File: config.mk
export PLATFORM = sky130hd
export DESIGN_NAME = tick_accumulator
export DESIGN_NICKNAME = d
export VERILOG_FILES = /design/src/rtl/tick_acc_pkg.sv /design/src/rtl/rise_detect.sv /design/src/rtl/tick_accumulator.sv
export SDC_FILE = /design/constraint.sdc
export NUM_CORES = 1
export LEC_CHECK = 0
export CORE_MARGIN = 2
export CORE_UTILIZATION = 32
export DETAILED_ROUTE_END_ITERATION = 6
export GPL_ROUTABILITY_DRIVEN = 0
export HOLD_SLACK_MARGIN = 0.12
export PLACE_DENSITY_LB_ADDON = 0.12
export SLEW_MARGIN = 0
export SYNTH_ARGS = -nofsm -noshare
export SYNTH_HDL_FRONTEND = slang
export SYNTH_SLANG_ARGS = --single-unit
File: constraint.sdc
create_clock -name clk -period 1.55 [get_ports clk]
set_input_delay 0.31 -clock clk [delete_from_list [all_inputs] [get_ports clk]]
set_output_delay 0.31 -clock clk [all_outputs]
set_load 0.01 [all_outputs]
File: src/rtl/tick_acc_pkg.sv
// Shared types and defaults for the tick accumulator slice.
package tick_acc_pkg;

  localparam int unsigned DefaultAccW = 8;
  // Matches the width of the upstream 4-bit counter.
  localparam int unsigned CntW = 4;

  typedef enum logic [0:0] {
    StIdle = 1'b0,
    StHold = 1'b1
  } state_e;

endpackage

File: src/rtl/rise_detect.sv
// Rising-edge detector for the upstream counter terminal pulse.
module rise_detect (
  input  logic clk,
  input  logic rst,
  input  logic tick_in,
  output logic rise
);

  logic tick_q;

  always_ff @(posedge clk) begin
    if (rst) begin
      tick_q <= 1'b0;
    end else begin
      tick_q <= tick_in;
    end
  end

  // tick_q clears on reset, so a level already high at release reads as a rise.
  assign rise = tick_in & ~tick_q;

endmodule

File: src/rtl/tick_accumulator.sv
// Extends the upstream counter range and offers snapshots over a valid/ready port.
// Define TICK_ACCUMULATOR_SAT_EN to saturate the accumulator instead of wrapping.
module tick_accumulator
  import tick_acc_pkg::*;
#(
  parameter int unsigned ACC_W = DefaultAccW,
  parameter int unsigned CNT_W = CntW
) (
  input  logic             clk,
  input  logic             rst,
  input  logic             tick_in,
  input  logic [CNT_W-1:0] count_in,
  input  logic             clr,
  input  logic             snap,
  input  logic             rd_ready,
  output logic             rd_valid,
  output logic [ACC_W-1:0] rd_acc,
  output logic [CNT_W-1:0] rd_count,
  output logic             rd_ovf,
  output logic             snap_miss
);

  logic             rise;
  logic [ACC_W-1:0] acc_q, acc_d;
  logic             ovf_q, ovf_d;
  state_e           state_q, state_d;
  logic [ACC_W-1:0] rd_acc_q;
  logic [CNT_W-1:0] rd_count_q;
  logic             rd_ovf_q;
  logic             snap_miss_q;
  logic             capture;
  logic             miss_set;

  rise_detect u_rise_detect (
    .clk     (clk),
    .rst     (rst),
    .tick_in (tick_in),
    .rise    (rise)
  );

  always_comb begin
    acc_d = acc_q;
    ovf_d = ovf_q;
    if (clr) begin
      acc_d = '0;
      ovf_d = 1'b0;
    end else if (rise) begin
      if (acc_q == {ACC_W{1'b1}}) begin
        ovf_d = 1'b1;
`ifdef TICK_ACCUMULATOR_SAT_EN
        acc_d = acc_q;
`else
        acc_d = '0;
`endif
      end else begin
        acc_d = acc_q + ACC_W'(1);
      end
    end
  end

  always_comb begin
    state_d  = state_q;
    capture  = 1'b0;
    miss_set = 1'b0;
    unique case (state_q)
      StIdle: begin
        if (snap) begin
          capture = 1'b1;
          state_d = StHold;
        end
      end
      StHold: begin
        if (rd_ready) begin
          // A snap on the accepting edge reloads for back-to-back transfers.
          if (snap) begin
            capture = 1'b1;
          end else begin
            state_d = StIdle;
          end
        end else if (snap) begin
          miss_set = 1'b1;
        end
      end
      default: state_d = StIdle;
    endcase
  end

  always_ff @(posedge clk) begin
    if (rst) begin
      acc_q       <= '0;
      ovf_q       <= 1'b0;
      state_q     <= StIdle;
      rd_acc_q    <= '0;
      rd_count_q  <= '0;
      rd_ovf_q    <= 1'b0;
      snap_miss_q <= 1'b0;
    end else begin
      acc_q   <= acc_d;
      ovf_q   <= ovf_d;
      state_q <= state_d;
      if (capture) begin
        rd_acc_q   <= acc_q;
        rd_count_q <= count_in;
        rd_ovf_q   <= ovf_q;
      end
      if (miss_set) begin
        snap_miss_q <= 1'b1;
      end
    end
  end

  assign rd_valid  = (state_q == StHold);
  assign rd_acc    = rd_acc_q;
  assign rd_count  = rd_count_q;
  assign rd_ovf    = rd_ovf_q;
  assign snap_miss = snap_miss_q;

endmodule

==> results.yml <==
drt:
  wl_um: 2430
  antenna_left: 0
  via_per_inst: 5.20
  drc: 0
  dr_total_vias: 931
  drt_iter0_markers: 20
  routedWlPerCell_um: 13.6
  dr.pass1.iters: 4
worst_setup_path:
  endpoint: "acc_q[7]$_SDFFE_PP0P_"
  r2r_end: "acc_q[7]$_SDFFE_PP0P_"
  crit-reg2reg-launch: "acc_q[0]$_SDFFE_PP0P_"
  worstPathRequired_ns: 1.81
  slowest_stage: "or4_1"
  start_kind: "register"
  crit_arrival_ns: 1.71
  rr_worst_depth: 4
  max_stage_delay_ns: 0.54
  cp_cell_sequence: "buf_4, nand4b_1, or4_1, a31oi_1"
  criticalPathCategory: "register to register"
  crit_start: "acc_q[0]$_SDFFE_PP0P_"
  path_max_fanout: 6
  cp-end-kind: "register"
  reg2reg_slack_ns: 0.10
global_route:
  grt-ovfl-total: 0
  grt_first_pass_wirelength_um: 4080
  grt_max_degree: 16
  grt_use_total: 0.150
  grt_antenna_before_repair: 0
  grt_pass1_vias: 905
pwr:
  switching_power_uw: 262
  share_comb_of_total_power: 0.104
  p_int_uw: 811
  leakage_uw: 0.000719
  seq_power_share: 0.617
  powerDensity_nw_per_um2: 762
  irDropWorstVdd_uv: 333
  p_sw_frac: 0.245
  power_frac_clock: 0.279
die:
  die_y_um: 59.7
  ioPinCount: 25
  dieWidth_um: 59.7
  core-area_um2: 3000
  dieArea_um2: 3560
  rows: 20
  initial_utilization: 0.330
final_layout:
  fin_cells: 179
  nNetsFinal: 158
  utilization: 0.469
  n_antenna_cell: 0
  nFillCells: 309
  seq_area_um2: 505
  multi_input_area_um2: 462
  syn2layout_area_growth_pct: 41.9
  drive_above_1_share: 0.151
synth:
  syn-mean-instance-area_um2: 8.63
  yosys_warnings: 0
  synth_nets: 126
  synth_seq_area_share: 0.504
  synthDistinctLibCells: 25
  synth_flop_cell: "dfxtp_1"
  synth_edf_count: 0
  synth_cells: 115
  synth_area_leader_cell: "dfxtp_1"
  synth_area_leaders: "dfxtp_1, a21oi_1, o21ai_0, nand3_1, clkbuf_1"
  syn_area_um2: 992
  synth_top_area_frac: 0.504
  ys_ff_latch: 25
  synthArstFlopShare: 0
sta:
  timing.hold.ws_ns: 0.304
  finalMaxSlewViolations: 0
  min_period_ns: 1.45
  fmaxAchievable_mhz: 690
  maxSlewHeadroom: 0.677
  post-route-period-util: 0.934
  setup_viol: 0
  tightest_slew_ns: 0.482
  hold_viol: 0
  fin_worst_skew_ns: 0.00502
  setup_ws_ns: 0.102
placement:
  pre_cts_ws_ns: -0.332
  io_buffers: 24
  dp_hpwl_um: 1670
  place_inst: 172
min_path:
  hold_depth: 2
  hold_path.class: "input pin to register"
clocking:
  clockBufferDepth: 2
  clock_sinks: 25
  cts_made_buffers: 3
  cts_max_level: 1
  cts_root_buf: "clkbuf_4"
  clk_pin_slew_ns: 0.14
  cts_hold_buf: 0
  cts_tree: "built"
  clk_latency_ns: 0.32
run_status:
  status: "finished clean"
run:
  drv_cap: 0
## worst min path at each step
stage / from / end / slack [ns]
6_report: tick_in / u_rise_detect.tick_q$_SDFF_PP0_ / 0.30
5_1_grt: tick_in / u_rise_detect.tick_q$_SDFF_PP0_ / 0.29
4_1_cts: rd_count[1]$_SDFFE_PP0P_ / rd_count[1]$_SDFFE_PP0P_ / 0.49
3_5_place_dp: snap_miss$_SDFFE_PP0P_ / snap_miss$_SDFFE_PP0P_ / 0.47
3_3_place_gp: rd_count[1]$_SDFFE_PP0P_ / rd_count[1]$_SDFFE_PP0P_ / 0.46
2_1_floorplan: tick_in / u_rise_detect.tick_q$_SDFF_PP0_ / 0.44
## per-layer routing
layer  part of all wire  track usage  vias to the layer above
li1                   -            -                      472
met1               0.47        0.192                      437
met2               0.47        0.242                       17
met3              0.041       0.0303                        5
met4              0.018       0.0667                        0
met5                  0            0                        -
## sequential cells by signal, summed over array words and instances, names as in the netlist
register	flops
rd_count	4
rd_ovf	1
u_rise_detect.tick_q	1
snap_miss	1
ovf_q	1
acc_q	8
rd_valid	1
rd_acc	8
## cell usage after synthesis (2+ instances only)
library cell,number
nand4b_1,2
dfxtp_1,25
o21ai_0,17
a21oi_1,19
clkbuf_1,6
inv_1,4
nor2b_1,3
nor2_1,5
xnor2_1,2
nand3_1,15
or3_1,3
## power groups by stage
stage          logic (µW)  clock network, µW  registers [µW]
6_report              112                299             662
5_1_grt               123                343             664
4_1_cts               115                311             662
3_5_place_dp          114                  0             676
3_3_place_gp          114                  0             676
2_1_floorplan        44.2                  0             681
## timing repair
item,4_1_cts,5_1_grt
hold endpoints to repair,0,0
setup buffers,0,3
endpoints found under the setup margin,4,33
pin swaps,0,2
resized for setup,2,20
## area by class of cell
cell class	count	area share
Clock buffer	3	0.0160
Inverter	4	0.0107
Sequential cell	25	0.359
Timing Repair Buffer	33	0.253
Clock inverter	1	0.00356
Multi-Input combinational cell	80	0.328
Tap cell	33	0.0293
## cell usage in the layout, fill, tap and decap left out
cell type,instances
a21oi_1,19
a31oi_1,1
buf_12,1
buf_4,8
clkbuf_4,3
clkdlybuf4s50_1,8
clkinv_2,1
dfxtp_1,21
dfxtp_2,4
dlygate4sd2_1,1
dlymetal6s2s_1,15
ha_1,1
inv_1,4
mux2i_1,1
nand2_1,1
nand2b_1,1
nand3_1,15
nand3b_1,1
nand4_2,1
nand4b_1,2
nor2_1,5
nor2b_1,2
nor2b_2,1
nor3_1,1
o211ai_1,1
o21a_1,1
o21ai_0,17
o31ai_2,1
or2_2,1
or3_1,3
or3_2,1
or4_1,1
xnor2_1,2
## critical path, delay by kind of cell, from the launching register on
| family | cells | cell delay (ns) |
|---|---|---|
| simple gates | 2 | 0.75 |
| flops | 1 | 0.35 |
| compound gates | 1 | 0.18 |
| buf+inv | 1 | 0.11 |
## stage by stage
| step | area, µm² | total power, µW | setup TNS [ns] |
|---|---|---|---|
| final | 1410 | 1070 | 0 |
| after global routing | 1410 | 1130 | -0.0167 |
| after CTS | 1340 | 1090 | 0 |
| after detailed placement | 1310 | 790 | -4.66 |
| after global placement | 1310 | 790 | -3.71 |
| after floorplan | 992 | 725 | 0 |
## cell families (layout without fill, tap and decap cells)
logic type	Yosys count	in the layout	share of synthesized area
XOR/XNOR	2	2	0.0177
AND/OR/NAND/NOR	36	36	0.207
flip-flops	25	25	0.504
AO/OA/AOI/OAI	40	40	0.211
multiplexers	1	1	0.0101
buffers and inverters	10	41	0.0378
adder cells (fa/ha/maj)	1	1	0.0126
(Power assumes the default switching activity.)
